==> config.mk <==
export PLATFORM = sky130hd
export DESIGN_NAME = mem_arbiter_flat
export DESIGN_NICKNAME = d
export VERILOG_FILES = /design/src/rtl/mem_arbiter_if.sv /design/src/rtl/mem_arbiter.sv /design/src/flat_wrapper.sv
export SDC_FILE = /design/constraint.sdc
export NUM_CORES = 1
export LEC_CHECK = 0
export BUFFER_PORTS_ARGS = -buffer_cell sky130_fd_sc_hd__buf_2
export CORE_MARGIN = 10
export CORE_UTILIZATION = 49
export CTS_BUF_LIST = sky130_fd_sc_hd__clkbuf_4 sky130_fd_sc_hd__clkbuf_8
export DETAILED_ROUTE_END_ITERATION = 7
export HOLD_SLACK_MARGIN = 0.05
export PLACE_DENSITY_LB_ADDON = 0.15
export SYNTH_ARGS = -nofsm -noshare
export SYNTH_HDL_FRONTEND = slang
export SYNTH_SLANG_ARGS = --single-unit
export TNS_END_PERCENT = 20
==> constraint.sdc <==
create_clock -name clk -period 3.1 [get_ports clk]
set_clock_uncertainty 0.05 [all_clocks]
set_input_delay 0.62 -clock clk [delete_from_list [all_inputs] [get_ports clk]]
set_output_delay 0.62 -clock clk [all_outputs]
set_load 0.02 [all_outputs]
==> src/rtl/mem_arbiter_if.sv <==
// CPU fetch/data ports and unified memory bus of mem_arbiter, bundled as one interface.
// master is the arbiter's view; slave is the view of the CPU and memory around it.
interface mem_arbiter_if;
    logic        inst_ren;
    logic [31:0] inst_addr;
    logic [31:0] inst_data;
    logic        inst_ready;

    logic        data_ren;
    logic        data_wen;
    logic [31:0] data_addr;
    logic [31:0] data_wdata;
    logic [31:0] data_rdata;
    logic        data_ready;

    logic        bus_req;
    logic        bus_we;
    logic [31:0] bus_addr;
    logic [31:0] bus_wdata;
    logic [31:0] bus_rdata;
    logic        bus_ack;

    logic        cpu_stall;
    logic        bus_err;

    modport master (
        input  inst_ren, inst_addr, data_ren, data_wen, data_addr, data_wdata,
               bus_rdata, bus_ack,
        output inst_data, inst_ready, data_rdata, data_ready,
               bus_req, bus_we, bus_addr, bus_wdata, cpu_stall, bus_err
    );

    modport slave (
        output inst_ren, inst_addr, data_ren, data_wen, data_addr, data_wdata,
               bus_rdata, bus_ack,
        input  inst_data, inst_ready, data_rdata, data_ready,
               bus_req, bus_we, bus_addr, bus_wdata, cpu_stall, bus_err
    );
endinterface

==> src/rtl/mem_arbiter.sv <==
// Arbitrates the CPU fetch and load/store ports onto one ack-handshaked memory bus with a
// timeout guard. Define MEM_ARB_RR_EN for round-robin priority (default: data over fetch).
module mem_arbiter #(
    parameter int unsigned TIMEOUT = 64
) (
    input  logic          clk,
    input  logic          cpu_rst,
    input  logic          cpu_en,
    mem_arbiter_if.master mem
);

    typedef enum logic [1:0] {StIdle, StBusyI, StBusyD} state_e;

    localparam logic [15:0] CntLast = 16'(TIMEOUT - 1);

    state_e      state_q, state_d;
    logic [15:0] cnt_q, cnt_d;
    logic        bus_req_q, bus_req_d;
    logic        bus_we_q, bus_we_d;
    logic [31:0] bus_addr_q, bus_addr_d;
    logic [31:0] bus_wdata_q, bus_wdata_d;
    logic [31:0] inst_data_q, inst_data_d;
    logic        inst_ready_q, inst_ready_d;
    logic [31:0] data_rdata_q, data_rdata_d;
    logic        data_ready_q, data_ready_d;
    logic        bus_err_q, bus_err_d;

    logic        inst_pend;
    logic        data_pend;
    logic        grant_data;
    logic        timeout;

    // A port whose ready pulse is high this cycle is masked so its stale request is not re-granted.
    assign inst_pend = mem.inst_ren & ~inst_ready_q;
    assign data_pend = (mem.data_ren | mem.data_wen) & ~data_ready_q;
    assign timeout   = ~mem.bus_ack & (cnt_q == CntLast);

`ifdef MEM_ARB_RR_EN
    logic last_data_q, last_data_d;

    assign grant_data = data_pend & (~inst_pend | ~last_data_q);
`else
    assign grant_data = data_pend;
`endif

    always_comb begin
        state_d      = state_q;
        cnt_d        = cnt_q;
        bus_req_d    = bus_req_q;
        bus_we_d     = bus_we_q;
        bus_addr_d   = bus_addr_q;
        bus_wdata_d  = bus_wdata_q;
        inst_data_d  = inst_data_q;
        inst_ready_d = 1'b0;
        data_rdata_d = data_rdata_q;
        data_ready_d = 1'b0;
        bus_err_d    = bus_err_q;
`ifdef MEM_ARB_RR_EN
        last_data_d  = last_data_q;
`endif

        unique case (state_q)
            StIdle: begin
                if (cpu_en && (inst_pend || data_pend)) begin
                    cnt_d     = 16'd0;
                    bus_req_d = 1'b1;
`ifdef MEM_ARB_RR_EN
                    last_data_d = grant_data;
`endif
                    if (grant_data) begin
                        state_d     = StBusyD;
                        bus_addr_d  = mem.data_addr;
                        bus_we_d    = mem.data_wen;
                        bus_wdata_d = mem.data_wdata;
                    end else begin
                        state_d     = StBusyI;
                        bus_addr_d  = mem.inst_addr;
                        bus_we_d    = 1'b0;
                        bus_wdata_d = 32'd0;
                    end
                end
            end

            StBusyI, StBusyD: begin
                if (mem.bus_ack || timeout) begin
                    state_d   = StIdle;
                    bus_req_d = 1'b0;
                    bus_we_d  = 1'b0;
                    if (!mem.bus_ack) begin
                        bus_err_d = 1'b1;
                    end
                    if (state_q == StBusyI) begin
                        inst_ready_d = 1'b1;
                        inst_data_d  = mem.bus_ack ? mem.bus_rdata : 32'd0;
                    end else begin
                        data_ready_d = 1'b1;
                        // A completed store leaves the load result untouched.
                        if (!mem.bus_ack) begin
                            data_rdata_d = 32'd0;
                        end else if (!bus_we_q) begin
                            data_rdata_d = mem.bus_rdata;
                        end
                    end
                end else begin
                    cnt_d = cnt_q + 16'd1;
                end
            end

            default: begin
                state_d   = StIdle;
                bus_req_d = 1'b0;
                bus_we_d  = 1'b0;
            end
        endcase
    end

    always_ff @(posedge clk) begin
        if (cpu_rst) begin
            state_q      <= StIdle;
            cnt_q        <= 16'd0;
            bus_req_q    <= 1'b0;
            bus_we_q     <= 1'b0;
            bus_addr_q   <= 32'd0;
            bus_wdata_q  <= 32'd0;
            inst_data_q  <= 32'd0;
            inst_ready_q <= 1'b0;
            data_rdata_q <= 32'd0;
            data_ready_q <= 1'b0;
            bus_err_q    <= 1'b0;
`ifdef MEM_ARB_RR_EN
            last_data_q  <= 1'b0;
`endif
        end else begin
            state_q      <= state_d;
            cnt_q        <= cnt_d;
            bus_req_q    <= bus_req_d;
            bus_we_q     <= bus_we_d;
            bus_addr_q   <= bus_addr_d;
            bus_wdata_q  <= bus_wdata_d;
            inst_data_q  <= inst_data_d;
            inst_ready_q <= inst_ready_d;
            data_rdata_q <= data_rdata_d;
            data_ready_q <= data_ready_d;
            bus_err_q    <= bus_err_d;
`ifdef MEM_ARB_RR_EN
            last_data_q  <= last_data_d;
`endif
        end
    end

    assign mem.bus_req    = bus_req_q;
    assign mem.bus_we     = bus_we_q;
    assign mem.bus_addr   = bus_addr_q;
    assign mem.bus_wdata  = bus_wdata_q;
    assign mem.inst_data  = inst_data_q;
    assign mem.inst_ready = inst_ready_q;
    assign mem.data_rdata = data_rdata_q;
    assign mem.data_ready = data_ready_q;
    assign mem.bus_err    = bus_err_q;
    assign mem.cpu_stall  = inst_pend | data_pend;

    bus_req_tracks_state: assert property (@(posedge clk) disable iff (cpu_rst)
        bus_req_q == (state_q != StIdle));

    single_ready: assert property (@(posedge clk) disable iff (cpu_rst)
        !(inst_ready_q && data_ready_q));

endmodule

==> src/flat_wrapper.sv <==
// flat-port wrapper written by rule: the top's interface ports become plain ports
module mem_arbiter_flat 
#(
    parameter int unsigned TIMEOUT = 64
)
  (clk, cpu_rst, cpu_en, mem_inst_ren, mem_inst_addr, mem_data_ren, mem_data_wen, mem_data_addr, mem_data_wdata, mem_bus_rdata, mem_bus_ack, mem_inst_data, mem_inst_ready, mem_data_rdata, mem_data_ready, mem_bus_req, mem_bus_we, mem_bus_addr, mem_bus_wdata, mem_cpu_stall, mem_bus_err);
  mem_arbiter_if mem_i ();
  input  logic clk;
  input  logic cpu_rst;
  input  logic cpu_en;
  input wire logic [$bits(mem_i.inst_ren)-1:0] mem_inst_ren;
  input wire logic [$bits(mem_i.inst_addr)-1:0] mem_inst_addr;
  input wire logic [$bits(mem_i.data_ren)-1:0] mem_data_ren;
  input wire logic [$bits(mem_i.data_wen)-1:0] mem_data_wen;
  input wire logic [$bits(mem_i.data_addr)-1:0] mem_data_addr;
  input wire logic [$bits(mem_i.data_wdata)-1:0] mem_data_wdata;
  input wire logic [$bits(mem_i.bus_rdata)-1:0] mem_bus_rdata;
  input wire logic [$bits(mem_i.bus_ack)-1:0] mem_bus_ack;
  output wire logic [$bits(mem_i.inst_data)-1:0] mem_inst_data;
  output wire logic [$bits(mem_i.inst_ready)-1:0] mem_inst_ready;
  output wire logic [$bits(mem_i.data_rdata)-1:0] mem_data_rdata;
  output wire logic [$bits(mem_i.data_ready)-1:0] mem_data_ready;
  output wire logic [$bits(mem_i.bus_req)-1:0] mem_bus_req;
  output wire logic [$bits(mem_i.bus_we)-1:0] mem_bus_we;
  output wire logic [$bits(mem_i.bus_addr)-1:0] mem_bus_addr;
  output wire logic [$bits(mem_i.bus_wdata)-1:0] mem_bus_wdata;
  output wire logic [$bits(mem_i.cpu_stall)-1:0] mem_cpu_stall;
  output wire logic [$bits(mem_i.bus_err)-1:0] mem_bus_err;
  assign mem_i.inst_ren = mem_inst_ren;
  assign mem_i.inst_addr = mem_inst_addr;
  assign mem_i.data_ren = mem_data_ren;
  assign mem_i.data_wen = mem_data_wen;
  assign mem_i.data_addr = mem_data_addr;
  assign mem_i.data_wdata = mem_data_wdata;
  assign mem_i.bus_rdata = mem_bus_rdata;
  assign mem_i.bus_ack = mem_bus_ack;
  assign mem_inst_data = mem_i.inst_data;
  assign mem_inst_ready = mem_i.inst_ready;
  assign mem_data_rdata = mem_i.data_rdata;
  assign mem_data_ready = mem_i.data_ready;
  assign mem_bus_req = mem_i.bus_req;
  assign mem_bus_we = mem_i.bus_we;
  assign mem_bus_addr = mem_i.bus_addr;
  assign mem_bus_wdata = mem_i.bus_wdata;
  assign mem_cpu_stall = mem_i.cpu_stall;
  assign mem_bus_err = mem_i.bus_err;
  mem_arbiter #(.TIMEOUT(TIMEOUT)) u_core (.clk(clk), .cpu_rst(cpu_rst), .cpu_en(cpu_en), .mem(mem_i));
endmodule
* Word-level counts from Yosys, hierarchy flattened
Index checks and enable logic that the tools add are counted.
** Word-level totals
- Bits in registers :: 151
- Latch bits :: 0
- Bits in writable memories :: 0
- Bits in read-only memories :: 0
- Bits of input ports :: 135
- Output and inout port bits :: 134
- Logic and storage cells :: 63
- Memories :: 0
** Operators by class
- Add/subtract/negate cells :: 1
- $mul :: 0
- Divide/modulo/power cells :: 0
- Order comparisons :: 0
- Equality and inequality tests :: 7
- Shift-type cells :: 0
- Mux-type cells :: 20
- Bitwise logic cells :: 11
- Reductions and logical operators :: 13
** Operators with widths (number)
- 32-bit 2-to-1 mux :: 5
- 16-bit 2-to-1 mux :: 2
- 16-bit one-hot mux with 2 select lines :: 1
- 16-bit by 1-bit adder with 16-bit output, second input constant :: 1
- 16-bit by 6-bit equality test with 1-bit output, second input constant :: 1
- 3-bit AND reduction :: 3
- 1-bit 2-to-1 mux :: 6
- 2-bit 2-to-1 mux :: 3
- 1-bit inverter :: 6
- 2-bit by 1-bit inequality test with 1-bit output, second input constant :: 2
- 2-bit inequality test, second input constant :: 2
- 1-bit one-hot mux with 2 select lines :: 2
- 2-bit one-hot mux with 2 select lines :: 1
- 2-bit AND reduction :: 2
- 4-bit AND reduction :: 1
- 1-bit bitwise AND :: 3
- 3-bit OR reduction :: 1
- 2-bit by 1-bit equality test with 1-bit output, second input constant :: 1
- 2-bit equality test, second input constant :: 1
- 2-bit zero test :: 1
- 1-bit logical OR :: 2
- 1-bit bitwise OR :: 2
- 2-bit nonzero test :: 1
- 2-bit OR reduction :: 1
- 1-bit logical AND :: 1

* Longest topological paths before layout
- Word-level depth :: 6
- Gate-level depth with buffers :: 9
- Gate-level depth less buffers :: 7

* Worst setup path after synthesis
Ideal clock, no wire load.
- Kind :: flip-flop to flip-flop
- From :: reg u_core.state_q[0]
- To :: reg u_core.cnt_q[6]
- Setup time :: 70 ps
- Data arrival time :: 2177 ps
- Data required time :: 2980 ps
- Path slack :: 803 ps
- Stages on the path, launching flop included :: 9
- Buffers on the path :: 1
- Cells stage by stage :: dfxtp_1 > inv_1 > ha_1 > buf_6 > nor2b_1 > a311o_1 > or3_4 > or4_1 > a21oi_1
** On the way
- Cells in the longest elaborated chain, start to end :: 4
- Elaborated cells between the ends (all ways) :: 9
- Classes of those cells :: eq/ne: 4; mux: 1; reduce/logical: 4
** Ends and longest elaborated chain
- start: declaration :: line mem_arbiter.sv:16 : state_e state_q, state_d;
- start signal: assignment :: line mem_arbiter.sv:119 : state_q <= StIdle;
- start signal: assignment :: line mem_arbiter.sv:134 : state_q <= state_d;
- 2-bit equality test or 2-bit by 1-bit equality test with 1-bit output (tied branches) :: line mem_arbiter.sv:62 : unique case (state_q)
- 2-bit OR reduction :: line mem_arbiter.sv:62
- 2-bit inequality test (no source line) or 2-bit nonzero test (tied branches)
- 3-bit AND reduction (no source line)
- end signal: assignment :: line mem_arbiter.sv:135 : cnt_q <= cnt_d;
- end: declaration :: line mem_arbiter.sv:17 : logic [15:0] cnt_q, cnt_d;
Parallel ways exist; a longest one is shown, timed or not.
A chain may end at the register's enable or synchronous reset.

* Final worst setup path
- From :: reg u_core.state_q[0]
- To :: reg u_core.cnt_q[15]
Same word-level chain as after synthesis.

==> out/results.md <==
| Metric | This run |
|:---|:---|
| Number of routed nets with antenna violations | 0 |
| Chip width | 130 µm |
| Critical path required time | 3390 ps |
| Library cells used by synthesis | 51 |
| Type of element launching the critical path | flip-flop |
| Clock tree from TritonCTS | built |
| Detail Placement HPWL | 15.3 mm |
| Reported leakage power | 3.47 nW |
| Final total power | 4.41 mW |
| Starting density of the core | 49.8% |
| Count of pins over their slew limit | 0 |
| Area of the multi-input gates | 2700 µm² |
| Commonest cells after routing, fill and taps aside | buf_2, dfxtp_1, nand2_1 |
| Area inside the core boundary | 12,000 µm² |
| Worst rel slew slack | 15.6% |
| Period utilization | 83.0% |
| Routed via count | 6,194 |
| Worst setup timing slack at the placement stage | 554 ps |
| Post-synth design cell area | 5950 µm² |
| Initial antenna violation count | 2 |
| Run status | finished, final reports clean |
| Top-level I/O count | 269 |
| Tot GR Track Use | 23.3% |
| Layout Cells excl Fill | 1,105 |
| Data arrival time of the critical path | 2860 ps |
| Largest net degree at the start of global routing | 97 |
| Yosys warns | 0 |
| Number of buffers added on ports | 268 |
| Chip height | 130 µm |
| Inserted Clock Buffers | 17 |
| Hold violation count in the final report | 0 |
| Worst-path clk slew | 80 ps |
| Count of routing violations after the opening detailed-route iteration | 538 |
| Number of nets at the end of the flow | 1,085 |
| H-tree levels | 4 |
| Worst setup path class | flip-flop to flip-flop |
| Post-detailed-route via-to-cell ratio | 5.61 |
| Share of synthesized area occupied by flip-flops and latches | 50.8% |
| Setup TNS after final layout | 0 ps |
| Instance count after placement with tap cells included | 1,073 |
| Maximum Capacitance Violations | 0 |
| Clk sink count | 151 |
| Cell row count | 40 |
| Overall overflow remaining after global route | 0 |
| Number of nets in the synthesized netlist | 846 |
| Share of synthesized flip-flops with an asynchronous set or reset | 0% |
| Buffer type at the clock tree root | clkbuf_8 |
| Syn-to-layout area delta | 30.2% |
| Area of the die | 17,000 µm² |
| Last weighted congestion value of the routability-driven placer | 0.889 |
| Hold buffer count at cts | 0 |
| Vias in the first global route | 5,979 |
| Total of endpoints with negative setup slack in the final report | 0 |
| FF+latch count, synth | 151 |
| CTS resizes | 0 |
| Worst hold path type | primary input to flip-flop |
| Sequential cell area | 3020 µm² |
| Most frequent standard cell in the layout excluding fill and tap cells | buf_2 |
| Average routed wire per standard cell | 18.8 µm |
| Kind of end point of the critical path | flip-flop |
| IR drop worst, VDD | 335 µV |
| Fin Hold WS | 343 ps |
| Power per cell area | 569 nW/µm² |
| Highest clock frequency the design can meet | 389 MHz |
| Source-to-sink clock delay at the later pin of the worst-skew pair | 440 ps |
| Setup repair after global routing missed its margin | false |
| Post-route setup slack | 528 ps |
| Top flip-flop cell by instance count after synthesis | dfxtp_1 |
| Post-Route WL | 20.8 mm |
| Average instance area after synthesis | 8.43 µm² |
| Number of enable flip-flop cells after synthesis | 0 |
| First drt pass iteration count | 5 |
| Layout fillers | 1,057 |
| Proportion of layout cells with a drive suffix above 1 | 33.0% |
| Clock tree buffer depth | 2 |
| Minimum period implied by the final worst setup slack | 2570 ps |
| Wire length of the first global-routing pass | 31.5 mm |
| Largest fanout of any net on the critical path | 9 |
| Setup Buffers After CTS | 0 |
| Slew at the pin closest to its max-slew limit | 1270 ps |
| Number of instances in the synthesized netlist | 706 |
| Detailed-route DRC error count | 0 |
metal layers:
metal	track usage, %	vias to the layer above	share of wire (%)
li1	-	2989	-
met3	8.48	39	11
met1	26.5	2878	38
met2	38.9	288	48
met5	0	-	0
met4	9.59	0	2.8
power by group:
group          switching, mW  leakage (nW)  internal, mW
clock                  0.733         0.188         0.750
combinational          0.540          2.05         0.277
sequential            0.0591          1.23          2.05
worst max-delay path: stages, from the launching register on:
cell,delay (ps)
dfxtp_1,440
inv_1,80
ha_1,300
nor2b_1,170
a311o_1,420
nor3_2,390
nand2_1,210
o41ai_1,390
worst paths after layout:
check                                             start                       to  slack (ps)  depth (start not counted)
worst max-delay path                  u_core.state_q[0]         u_core.cnt_q[15]         530                          7
worst max register to register        u_core.state_q[0]         u_core.cnt_q[15]         530                          7
worst min register to register  u_core.mem.bus_wdata[0]  u_core.mem.bus_wdata[0]         400                          2
worst min-delay path                   mem_bus_rdata[6]  u_core.mem.inst_data[6]         340                          2
cell families after synthesis:
| family | share of synthesized area (%) |
|---|---|
| simple gates | 20.7 |
| compound gates | 22.8 |
| flops | 50.8 |
| buf+inv | 4.33 |
| fa+ha+maj | 1.05 |
| mux | 0.357 |
sequential cells by signal, indices dropped and copies added, names as in the netlist, 2 cells and up:
register and cells:
u_core.mem.bus_addr 32, u_core.mem.data_rdata 32, u_core.mem.bus_wdata 32, u_core.mem.inst_data 32, u_core.state_q 2, u_core.cnt_q 16
synth_stat cells (3+ instances only):
master	count	area, µm²
nand2_1	146	548
ha_1	5	62.6
a311oi_1	32	280
a31oi_1	4	25.0
o21ai_1	35	175
or3_1	5	31.3
nand4b_1	3	26.3
nor2_1	48	180
a22o_1	32	280
nand2b_1	5	31.3
nor4_1	5	31.3
clkbuf_1	49	184
o211ai_1	3	22.5
nand3_1	43	215
inv_1	9	33.8
a21oi_1	77	385
o32ai_1	3	26.3
nor3_1	3	15.0
buf_1	5	18.8
o21ai_0	3	15.0
dfxtp_1	151	3020
and4_1	4	35.0
final cells by class:
class                   count  share of cell area [%]
clock inverters            11                    1.63
clock buffers              20                    3.39
inverters                   9                   0.436
repair buffers            277                    18.4
flip-flops and latches    151                    39.0
well taps                 147                    2.37
diodes                      1                  0.0323
multi-input cells         489                    34.8
through the flow:
| stage | utilization (%) | area, µm² |
|---|---|---|
| finish | 64.8 | 7750 |
| global route | 64.8 | 7750 |
| CTS | 64.8 | 7750 |
| detailed placement | 61.5 | 7360 |
| global placement | 61.5 | 7360 |
| floorplan | - | 5950 |
No activity file was read; power rests on OpenSTA's default activity.
